$ cat src/rtl/hex_msg_scheduler.sv
// rtl/hex_msg_scheduler.sv - message buffer and display sequencer for the HEX5..HEX0 char_7seg bank
//
// Game logic streams 4-bit glyph codes into a buffer; the block then shows the
// message static, scrolling or blinking on NUM_DIGITS seven-segment digits.
//
// Ports:
//   clk         system clock
//   resetn      asynchronous reset, active low
//   wr_valid    message char valid
//   wr_ready    block can accept a char this cycle
//   wr_char     char code (char_7seg input encoding)
//   wr_last     final char of message (sampled on accepted beat)
//   mode        00 static, 01 scroll, 10 blink, 11 static
//   clear       synchronous abort/blank, returns to IDLE
//   digit_char  char code per digit, digit k at [4k+3:4k]
//   digit_on    1 = digit lit, 0 = digit blanked by top level
//   busy        1 while a message is being loaded
module hex_msg_scheduler #(
   parameter int NUM_DIGITS = 6,
   parameter int BUF_DEPTH  = 16,
   parameter int TICK_DIV   = 12_500_000
) (
   input  logic                    clk,
   input  logic                    resetn,
   input  logic                    wr_valid,
   output logic                    wr_ready,
   input  logic [3:0]              wr_char,
   input  logic                    wr_last,
   input  logic [1:0]              mode,
   input  logic                    clear,
   output logic [4*NUM_DIGITS-1:0] digit_char,
   output logic [NUM_DIGITS-1:0]   digit_on,
   output logic                    busy
);

   localparam int AW = $clog2(BUF_DEPTH);
   // One extra bit so pointers, lengths and offset+digit positions never wrap.
   localparam int PW = AW + 1;
   localparam int TW = $clog2(TICK_DIV);

   typedef enum logic [1:0] {S_IDLE, S_LOAD, S_SHOW} state_t;

   state_t          state;
   logic [PW-1:0]   wr_ptr;
   logic [PW-1:0]   len;
   logic [PW-1:0]   offset;
   logic [TW-1:0]   prescaler;
   logic            blink_phase;
   logic [1:0]      mode_q;
   logic [3:0]      mem [BUF_DEPTH];

   logic            accept;
   logic [PW-1:0]   wr_idx;
   logic            commit;
   logic            tick;
   logic            scroll_en;
   logic            blink_en;
   logic            mode_chg;
   logic [PW-1:0]   p;
   logic [4*NUM_DIGITS-1:0] img_char;
   logic [NUM_DIGITS-1:0]   img_on;

   assign accept    = wr_valid & wr_ready;
   // A fresh message always starts at buf[0]; only LOAD continues at wr_ptr.
   assign wr_idx    = (state == S_LOAD) ? wr_ptr : '0;
   assign commit    = accept & (wr_last | (wr_idx == PW'(BUF_DEPTH - 1)));
   assign tick      = (state == S_SHOW) && (prescaler == TW'(TICK_DIV - 1));
   assign scroll_en = (mode == 2'b01) && (len > PW'(NUM_DIGITS));
   assign blink_en  = (mode == 2'b10);
   assign mode_chg  = (mode != mode_q);

   // Display image from the current registered state; registered below, so
   // the picture lags the state by one clock.
   always_comb begin
      img_char = '0;
      img_on   = '0;
      p        = '0;
      for (int k = 0; k < NUM_DIGITS; k++) begin
         p = offset + PW'(NUM_DIGITS - 1 - k);
         if (p < len) begin
            img_char[4*k +: 4] = mem[p[AW-1:0]];
            img_on[k]          = blink_phase;
         end
      end
   end

   always_ff @(posedge clk) begin
      if (accept && !clear) begin
         mem[wr_idx[AW-1:0]] <= wr_char;
      end
   end

   always_ff @(posedge clk or negedge resetn) begin
      if (!resetn) begin
         state       <= S_IDLE;
         wr_ptr      <= '0;
         len         <= '0;
         offset      <= '0;
         prescaler   <= '0;
         blink_phase <= 1'b1;
         mode_q      <= 2'b00;
         wr_ready    <= 1'b0;
         busy        <= 1'b0;
         digit_char  <= '0;
         digit_on    <= '0;
      end else begin
         mode_q   <= mode;
         // LOAD always commits on the BUF_DEPTH-th char, so the buffer is
         // never full while loading and a char can be taken every cycle.
         wr_ready <= 1'b1;
         if (state == S_SHOW) begin
            digit_char <= img_char;
            digit_on   <= img_on;
         end else begin
            digit_char <= '0;
            digit_on   <= '0;
         end

         if (clear) begin
            state       <= S_IDLE;
            wr_ptr      <= '0;
            offset      <= '0;
            prescaler   <= '0;
            blink_phase <= 1'b1;
            busy        <= 1'b0;
            digit_char  <= '0;
            digit_on    <= '0;
         end else if (accept) begin
            wr_ptr <= wr_idx + PW'(1);
            if (commit) begin
               state       <= S_SHOW;
               len         <= wr_idx + PW'(1);
               offset      <= '0;
               prescaler   <= '0;
               blink_phase <= 1'b1;
               busy        <= 1'b0;
            end else begin
               state <= S_LOAD;
               busy  <= 1'b1;
            end
         end else if (state == S_SHOW) begin
            if (mode_chg) begin
               offset      <= '0;
               blink_phase <= 1'b1;
               prescaler   <= '0;
            end else begin
               prescaler <= tick ? '0 : prescaler + TW'(1);
               if (scroll_en) begin
                  blink_phase <= 1'b1;
                  if (tick) begin
                     // Wrap only after the last char has scrolled off the left.
                     offset <= (offset == len - PW'(1)) ? '0 : offset + PW'(1);
                  end
               end else if (blink_en) begin
                  offset <= '0;
                  if (tick) begin
                     blink_phase <= ~blink_phase;
                  end
               end else begin
                  offset      <= '0;
                  blink_phase <= 1'b1;
               end
            end
         end
      end
   end

endmodule

$ cat config.mk
export PLATFORM = sky130hd
export DESIGN_NAME = hex_msg_scheduler
export DESIGN_NICKNAME = d
export VERILOG_FILES = /design/src/rtl/hex_msg_scheduler.sv
export SDC_FILE = /design/constraint.sdc
export NUM_CORES = 1
export LEC_CHECK = 0
export CAP_MARGIN = 25
export CORE_MARGIN = 2
export CORE_UTILIZATION = 55
export CTS_CLUSTER_DIAMETER = 100
export DETAILED_ROUTE_END_ITERATION = 6
export HOLD_SLACK_MARGIN = 0.05
export PLACE_DENSITY = 0.77
export SLEW_MARGIN = 25
export SYNTH_ARGS = -nofsm -noshare
export SYNTH_HDL_FRONTEND = slang
export SYNTH_SLANG_ARGS = --single-unit
$ cat constraint.sdc
create_clock -name clk -period 9.33 [get_ports clk]
set_input_delay 1.866 -clock clk [delete_from_list [all_inputs] [get_ports clk]]
set_output_delay 1.866 -clock clk [all_outputs]
set_load 0.01 [all_outputs]
# Word-level counts from Yosys, hierarchy flattened
# Memory sizes are Yosys's and may differ from the RTL's.
# Index checks and enable logic that the tools add are counted.
[classes] n_addsub=8 n_lt_le_gt_ge=7 eq_ne=11 n_mux=49 n_bitwise=5 n_reduce_logical=10
[op_table] cell="24-bit 2-to-1 mux" n=8
[op_table] cell="5-bit 2-to-1 mux" n=11
[op_table] cell="5-bit less-than comparator" n=6
[op_table] cell="24-bit by 1-bit adder with 24-bit output, second input constant" n=1
[op_table] cell="24-bit == test, second input constant" n=1
[op_table] cell="4-bit 2-to-1 mux" n=6
[op_table] cell="1-bit 2-to-1 mux" n=19
[op_table] cell="6-bit 2-to-1 mux" n=2
[op_table] cell="5-bit by 1-bit adder with 5-bit output, second input constant" n=2
[op_table] cell="5-bit by 2-bit adder with 5-bit output, second input constant" n=2
[op_table] cell="5-bit by 3-bit adder with 5-bit output, second input constant" n=2
[op_table] cell="3-bit AND reduction" n=3
[op_table] cell="2-bit 2-to-1 mux" n=3
[op_table] cell="6-bit by 5-bit inequality test with 1-bit output, second input constant" n=1
[op_table] cell="5-bit by 4-bit == test with 1-bit output, second input constant" n=1
[op_table] cell="5-bit == test" n=1
[op_table] cell="5-bit by 3-bit > comparator with 1-bit output, second input constant" n=1
[op_table] cell="5-bit by 4-bit inequality test with 1-bit output, second input constant" n=1
[op_table] cell="5-bit by 1-bit subtractor with 5-bit output, second input constant" n=1
[op_table] cell="2-bit by 1-bit == test with 1-bit output, second input constant" n=2
[op_table] cell="2-bit == test, second input constant" n=2
[op_table] cell="1-bit logical AND" n=3
[op_table] cell="3-bit by 2-bit inequality test with 1-bit output, second input constant" n=1
[op_table] cell="3-bit nonzero test" n=1
[op_table] cell="other kinds (7)" n=9
[word_totals] regBits=76 ramBits=64 mem_count=1
[memory_table] memory="mem" words=16 word_bits=4 rd=6 rd_clocked_by_memory_dff=0 wr=1 line_no="50" rtl="logic [3:0] mem [BUF_DEPTH];"

# Logic depth before layout (Yosys ltp)
# Gate-level depths: netlist of the first run.
[depth] depth_word=9 mapped_depth=16 depth_no_buf=13

# Worst setup path after synthesis of the first run
# No wires, ideal clock.
[synth_timing] kind="reg-to-reg" from="reg offset[1]" to="reg digit_char[10]" arrival_ps=3691 t_required_ps=9263 slack_ps=5572 stages_incl_launch_ff=16 path_buffers=5 period_less_slack_ps=3758 cell_sequence="dfrtp_1 -> clkbuf_1 -> clkbuf_1 -> inv_1 -> ha_1 -> buf_2 -> buf_1 -> buf_1 -> inv_1 -> ha_1 -> nor2b_1 -> o21a_1 -> o21ai_0 -> nand2b_1 -> a211oi_1 -> and2_1"
[synth_via] elab_chain_len=5
[synth_lines] item="from (decl)" line_no="46" rtl="logic [PW-1:0] offset;"
[synth_lines] item="from (signal assigned)" line_no="152" rtl="offset <= (offset == len - PW'(1)) ? '0 : offset + PW'(1);"
[synth_lines] item="5-bit by 2-bit adder with 5-bit output (*)" line_no="79" rtl="p = offset + PW'(NUM_DIGITS - 1 - k);"
[synth_lines] item="memory read 16 x 4 bit or 5-bit less-than comparator (tied branches)"
[synth_lines] item="4-bit 2-to-1 mux (*)" line_no="80" rtl="if (p < len) begin"
[synth_lines] item="24-bit 2-to-1 mux (*)" line_no="111" rtl="if (state == S_SHOW) begin"
[synth_lines] item="24-bit 2-to-1 mux (*)" line_no="119" rtl="if (clear) begin"
[synth_lines] item="to (signal assigned)" line_no="112" rtl="digit_char <= img_char;"
[synth_lines] item="to (decl)" line_no="31" rtl="output logic [4*NUM_DIGITS-1:0] digit_char,"
# Every way passes the cells marked *; elsewhere a longest branch is shown, timed or not.
# A chain may end at the register's enable or synchronous reset.

# Worst setup path after layout of the first run
[layout_timing] from="reg offset[1]" to="reg digit_char[9]"
# The elaborated chain is that of the path after synthesis.

==> flow_summary.toml, run 1 <==
[finish]
num_antenna_cells = 0
areaGrowthSynthToFinish_pct = 14.5
drive_above_1_share_pct = 20.0
final_nets = 706

[die]
core_mm2 = 0.0146
rows = 44
die_y_um = 126
die_w_um = 126
initial_core_util_pct = 56.3
io_pins = 43
die_area_mm2 = 0.0159

[worst_setup_path]
reg2reg_slack_ns = 5.51
critPathCaptureType = "flip-flop"
ff2ff_path_depth = 11
critPathMaxStageDelay_ns = 0.82
cp_max_fo = 40
r2r-end = "digit_char[9]"
crit_chain = "buf_4, inv_1, ha_1, inv_1, ha_1, nor2b_1, o21a_1, o21ai_0, nand2b_1, a211oi_1, and2_1"
required_ns = 9.70
arrival_ns = 4.18
r2r_start = "offset[1]"
crit_family = "adder cells"
crit_buf_inv = 3
start_kind = "flip-flop"
critPathSlowestCell = "ha_1"
crit_type = "flip-flop to flip-flop"

[cts]
ctsResizeCount = 0
clock_latency_ns = 0.43
cts_buffers = 17
hold_buffers = 0
clkSlewWorstSetupHoldPaths_ns = 0.06
cts_htree_levels = 4
post_cts_buffers = 0
cts_max_path_buffers = 2
cts.sinks = 139
cts_tree = "done"
cts.root.buffer_cell = "clkbuf_16"

[power]
p_leak_uw = 0.00350
total_power_uw = 1370
powerDensity_mw_per_mm2 = 145
vdd_ir_drop_max_v = 0.000129

[sta]
tightest_slew_ns = 0.859
fin_crit_sh_pct = 40.9
grt_setup_unrepaired = "no"
tns_ns = 0
whs_ns = 0.506
hold_viol_final = 0
max_freq_ghz = 0.262
slew-limit-headroom_pct = 42.3
fin_skew_ns = 0.00793
setup_viol = 0
drv_slew = 0
min_period_ns = 3.82

[synth]
seq_area_frac_synth_pct = 46.3
synthFlopType = "dfrtp_1"
synth_nets = 667
ys_types = 54
synth_seq_cells = 139
yosys.area.top_type = "mux4_2"
synth.area.top_cells = "mux4_2 (24%), edfxtp_1 (23%), dfrtp_1 (23%)"
syn-instance-count = 617
syn_area_mm2 = 0.00821
ys.warnings.count = 0
synth.avg_cell_area_um2 = 13.3
synth_edf_count = 64
async_flop_share_pct = 54.0
netlist.area_leader.share_pct = 24.1

[hold_path]
timing.hold.worst_endpoint = "wr_ptr[4]"
min_path_type = "flip-flop to flip-flop"
hp-start = "wr_ptr[4]"
hold_path_depth = 2

[placement]
io_buffers = 42
hpwl_um = 14200
place_congestion = 0.891

[drt]
initialDrtViolationCount = 651
drc = 0
drtPass1Iterations = 7
via_per_inst = 6.75
routed_wl_um = 20100
avgRoutedWirePerCell_um = 23.5
vias = 5757
ant_nets = 0

[flow_run]
maxCapViolations = 0

[grt]
grt_start_max_net_pins = 76
grt_pass1_vias = 5810
grt_usage_pct = 26.5
grt_pass1_wl_um = 32100
grt_overflow = 0
antenna_found_initial = 2

[status]
status = "complete, no violations"
synth_stat cells (8+ instances only):
cell type and count:
ha_1 39, dfrtp_1 74, xnor2_1 13, clkbuf_1 14, nand3_1 13, edfxtp_1 64
nand2_1 50, buf_2 12, nor2b_1 9, a21oi_1 11, nand2b_1 8, and2_1 13
o31ai_1 8, o21ai_0 38, and3_1 19, mux4_2 88, inv_1 17, nor2_1 45
xor2_1 14
worst max-delay path by stage:
stage          startpoint              to  slack (ns)  depth (start not counted)
6_report        offset[1]   digit_char[9]        5.51                         11
5_1_grt         offset[1]   digit_char[9]        5.28                         11
4_1_cts         offset[1]   digit_char[9]        5.59                         11
3_5_place_dp     wr_valid       offset[2]        5.31                          6
3_3_place_gp     wr_valid    prescaler[8]        5.41                          6
2_1_floorplan   offset[1]  digit_char[10]        5.57                         15
stage by stage:
stage / setup WS, ns / instances / util, % / area (µm²)
floorplan: 5.57 / 617 / - / 8210
global placement: 5.41 / 820 / 60.2 / 8780
detailed placement: 5.31 / 820 / 60.2 / 8780
CTS: 5.59 / 852 / 64.2 / 9370
global route: 5.28 / 853 / 64.4 / 9400
finish: 5.51 / 853 / 64.4 / 9400
state kept, by name (all words and copies together), names as in the netlist:
name	count
prescaler	24
wr_ptr	5
blink_phase	1
offset	5
wr_ready	1
state	2
len	5
digit_char	24
mem	64
mode_q	2
digit_on	6
final cells by class:
| type | count | area, µm² |
|---|---|---|
| Fill cell | 1037 | 5190 |
| Timing Repair Buffer | 48 | 487 |
| Multi-Input combinational cell | 431 | 4220 |
| Sequential cell | 139 | 3800 |
| Clock buffer | 17 | 425 |
| Inverter | 19 | 71.3 |
| Clock inverter | 15 | 163 |
| Tap cell | 184 | 230 |
per-layer routing:
metal  global-route usage (%)  share of wire, %  vias to the layer above
met5                        0              0.13                        -
met4                     13.3               4.4                        4
met3                     7.86               9.5                       83
met2                     40.4                48                      366
met1                     35.2                38                     2852
li1                         -                 -                     2452
logic make-up after synthesis:
family,synth area share (%)
xor gates and xnor gates,2.88
adders and majority gates,5.94
DFF,46.3
and+or+nand+nor,12.0
other,0.0457
muxes,24.3
AOI/OAI and AO/OA,6.29
buffers and inverters,2.33
worst min-delay path: stages, from the launching register on:
cell     delay, ns
dfrtp_1       0.35
nand2_1       0.05
o21ai_0       0.07
power breakdown:
part,switching (µW),internal [µW]
sequential,2.84,645
combinational,28.8,15.4
clock,276,398
placed cells by master (no fill, tap or decap), types with 9 or more instances in the layout:
cell type	instances
nand3_1	13
xnor2_1	13
nor2b_1	9
a21oi_1	11
ha_1	39
inv_1	17
and2_1	13
edfxtp_1	64
mux4_2	88
dfrtp_1	73
nor2_1	45
and3_1	19
clkbuf_16	17
xor2_1	14
o21ai_0	38
nand2_1	50
clkdlybuf4s50_1	41
Note: power is estimated with default switching activity, not from simulation.
==> inputs of run 2 (changes only) <==
clock period = 3.52 ns   (was 9.33 ns; I/O delays follow)
==> flow_summary.toml, run 2 (same netlist as run 1, synthesis figures left out) <==
[placement]
io_buffers = 42
place_congestion = 0.889
place_area_mm2 = 0.00888
post-place-ws_ns = 0.539
dp_cells = 833
hpwl_um = 14200

[die]
die_area_mm2 = 0.0159
die_w_um = 126
initial_core_util_pct = 56.3
rows = 44
core_mm2 = 0.0146
die_y_um = 126
io_pins = 43

[cts]
cts_tree = "done"
cts_max_path_buffers = 2
cts.root.buffer_cell = "clkbuf_16"
clkSlewWorstSetupHoldPaths_ns = 0.06
cts_buffers = 17
post_cts_buffers = 0
clock_latency_ns = 0.43
cts.sinks = 139
hold_buffers = 0
ctsResizeCount = 0
cts_htree_levels = 4

[sta]
drv_slew = 0
setup_viol = 0
tns_ns = 0
max_freq_ghz = 0.334
fin_skew_ns = 0.00771
tightest_slew_ns = 0.788
setup_ws_ns = 0.522
fin_crit_sh_pct = 85.2
hold_viol_final = 0
slew-limit-headroom_pct = 47.0
grt_setup_unrepaired = "no"
whs_ns = 0.288
min_period_ns = 3.00

[finish]
final_cell_mix = "mux4_2 (88), dfrtp_1 (73), edfxtp_1 (64), nand2_1 (50), nor2_1 (45)"
num_antenna_cells = 0
drive_above_1_share_pct = 21.4
design_area_mm2 = 0.00947
largest_register_ffs = 64
fillCellCount = 976
final_nets = 718
final_common_cell = "mux4_2"
areaGrowthSynthToFinish_pct = 15.3
fin_cells = 865

[drt]
via_per_inst = 6.71
routed_wl_um = 19700
initialDrtViolationCount = 672
drtPass1Iterations = 6
vias = 5800
avgRoutedWirePerCell_um = 22.8
ant_nets = 0
drc = 0

[flow_run]
maxCapViolations = 0

[grt]
grt_pass1_wl_um = 31500
grt_overflow = 0
grt_pass1_vias = 5680
grt_start_max_net_pins = 76
grt_usage_pct = 26.0
antenna_found_initial = 0

[worst_setup_path]
critPathCaptureType = "flip-flop"
crit_type = "flip-flop to flip-flop"
start_kind = "flip-flop"
ff2ff_path_depth = 13
arrival_ns = 3.30
required_ns = 3.82
cp_max_fo = 6

[power]
powerDensity_mw_per_mm2 = 378
vdd_ir_drop_max_v = 0.000339
p_leak_uw = 0.00355

[status]
status = "complete, no violations"

[hold_path]
min_path_type = "primary input to async pin"
-- run 2: cell types whose count changed in the layout (fill, tap and decap cells not counted), sizes merged --
cell,change
clkbuf,+6
buf,+12
bufinv,-1
clkinv,+1
inv,-6
-- run 2: final cells by class --
class / instances / area [µm²] / area share [%]
Clock buffer: 23 / 499 / 5.27
Inverter: 19 / 71.3 / 0.753
Sequential cell: 139 / 3800 / 40.2
Tap cell: 184 / 230 / 2.43
Clock inverter: 9 / 86.3 / 0.912
Timing Repair Buffer: 60 / 557 / 5.88
Multi-Input combinational cell: 431 / 4220 / 44.6
-- run 2: where the power goes --
group,switching (µW),internal (µW),leakage [µW]
Combinational,77.1,40.2,0.00167
Clock,676,1070,0.000281
Sequential,7.02,1710,0.00160
Total,760,2820,0.00355
-- run 2: path summary, 6_finish.rpt --
check	from	to	slack, ns
worst max-delay path	state[0]	prescaler[23]	0.52
worst min-delay path	resetn	digit_char[19]	0.29
worst max register to register	state[0]	prescaler[23]	0.52
worst min register to register	wr_ptr[4]	wr_ptr[4]	0.51
max in group asynchronous	resetn	offset[0]	2.70
min in group clk	wr_ptr[4]	wr_ptr[4]	0.51
-- run 2: worst max-delay path, cell delays in order, from the launching register on --
cell and delay (ns):
dfrtp_1 0.39, nor2b_1 0.37, nand2_1 0.19, inv_1 0.14, ha_1 0.23, inv_1 0.08
nor2_1 0.11, ha_1 0.17, nor2_1 0.06, a2bb2oi_1 0.37, nand3_1 0.26, nor3_1 0.30
xnor2_1 0.15, nor2_1 0.05
-- run 2: stage by stage --
stage | util [%] | total power [µW]
2_1_floorplan | - | 1800
3_3_place_gp | 60.9 | 1860
3_5_place_dp | 60.9 | 1860
4_1_cts | 64.9 | 3600
5_1_grt | 64.9 | 3690
6_report | 64.9 | 3580
-- run 2: per-layer routing --
metal  track usage, %  wire length (µm)  vias to the layer above
met5                0                 0                        -
met1             35.2              7720                     2938
li1                 -                 -                     2484
met4             8.53               433                        0
met3             8.67              2060                       33
met2             40.4              9520                      345
==> inputs of run 3 (changes only) <==
CORE_ASPECT_RATIO = 1.2   (was unset)
==> flow_summary.toml, run 3 (same netlist as run 1, synthesis figures left out) <==
[status]
status = "complete, no violations"

[cts]
clock_latency_ns = 0.44
cts_tree = "done"
cts_htree_levels = 4
cts.sinks = 139
cts_max_path_buffers = 2
hold_buffers = 0
post_cts_buffers = 0
clkSlewWorstSetupHoldPaths_ns = 0.07
cts.root.buffer_cell = "clkbuf_16"
cts_buffers = 17
ctsResizeCount = 0

[sta]
tightest_slew_ns = 0.798
hold_viol_final = 0
max_freq_ghz = 0.318
fin_skew_ns = 0.00946
grt_setup_unrepaired = "no"
slew-limit-headroom_pct = 46.3
setup_viol = 0
drv_slew = 0
min_period_ns = 3.14
tns_ns = 0
fin_crit_sh_pct = 89.3

[die]
die_area_mm2 = 0.0159
die_y_um = 138
core_mm2 = 0.0145
rows = 48
die_w_um = 116
io_pins = 43
initial_core_util_pct = 56.7

[grt]
grt_overflow = 0
grt.busiest_layer = "met2"
gr-usage-met1_pct = 35.6
antenna_found_initial = 0
met2_usage_pct = 43.2
grt_usage_pct = 26.5
grt_pass1_vias = 5647
grt_pass1_wl_um = 31400
grt_start_max_net_pins = 76
grt_util_met3_pct = 6.34

[power]
total_power_uw = 3670
p_leak_uw = 0.00355
vdd_ir_drop_max_v = 0.000359
powerDensity_mw_per_mm2 = 386

[drt]
drc = 0
initialDrtViolationCount = 776
via_per_inst = 6.51
drtPass1Iterations = 5
avgRoutedWirePerCell_um = 22.1
routed_wl_um = 19300
vias = 5687
ant_nets = 0

[placement]
dp_cells = 842
place_area_mm2 = 0.00887
io_buffers = 42
hpwl_um = 14400
place_congestion = 0.948

[worst_setup_path]
start_kind = "flip-flop"
cp_max_fo = 13
arrival_ns = 3.52
crit_type = "flip-flop to flip-flop"
required_ns = 3.89
critPathCaptureType = "flip-flop"

[finish]
final_cell_mix = "mux4_2 (88), dfrtp_1 (73), edfxtp_1 (64), nand2_1 (50), nor2_1 (45)"
fin_cells = 874
design_area_mm2 = 0.00950
largest_register_ffs = 64
drive_above_1_share_pct = 20.9
final_common_cell = "mux4_2"
num_antenna_cells = 0
final_nets = 711
areaGrowthSynthToFinish_pct = 15.7

[hold_path]
min_path_type = "primary input to async pin"

[flow_run]
maxCapViolations = 0
[run 3: metrics by stage]
stage                     hold slack [ns]  worst slack [ns]  utilization (%)
after floorplan                     0.408            0.0128                -
after global placement              0.470             0.499             61.3
after detailed placement            0.480             0.446             61.3
after CTS                           0.437             0.414             65.6
after global routing                0.332            0.0616             65.6
final                               0.275             0.376             65.6
[run 3: critical path, stage by stage (launching register included)]
cell and delay, ns:
dfrtp_1 0.40, nor2b_1 0.41, nand2_1 0.21, inv_1 0.14
ha_1 0.23, inv_1 0.08, nor2_1 0.14, ha_1 0.19
nor2_1 0.06, nand2_1 0.08, o21ai_0 0.09, buf_4 0.20
or4b_4 0.58, a21oi_1 0.15, a21o_1 0.10
[run 3: worst paths after layout]
check,depth (start not counted),endpoint,from,slack (ns)
worst min-delay path,1,digit_char[0],resetn,0.27
worst min register to register,2,wr_ptr[4],wr_ptr[4],0.50
worst max-delay path,14,offset[2],state[0],0.38
worst max register to register,14,offset[2],state[0],0.38
max in group asynchronous,1,offset[0],resetn,2.71
min in group clk,2,wr_ptr[4],wr_ptr[4],0.50
[run 3: area by class of cell]
cell class | instances | area (µm²)
Tap cell | 200 | 250
Multi-Input combinational cell | 431 | 4220
Clock inverter | 15 | 198
Inverter | 19 | 71.3
Sequential cell | 139 | 3800
Fill cell | 1031 | 4970
Timing Repair Buffer | 53 | 529
Clock buffer | 17 | 425
[run 3: power by group]
part / internal (µW) / total, µW / switching [µW]
Clock: 1030 / 1840 / 813
Sequential: 1710 / 1720 / 7.42
Combinational: 38.1 / 113 / 74.9
[run 3: metal layers]
metal	routed length, µm	vias to the layer above	part of all wire, %
li1	-	2473	-
met1	7550	2894	39
met2	9870	288	51
met3	1500	32	7.8
met5	0	-	0
met4	382	0	2.0
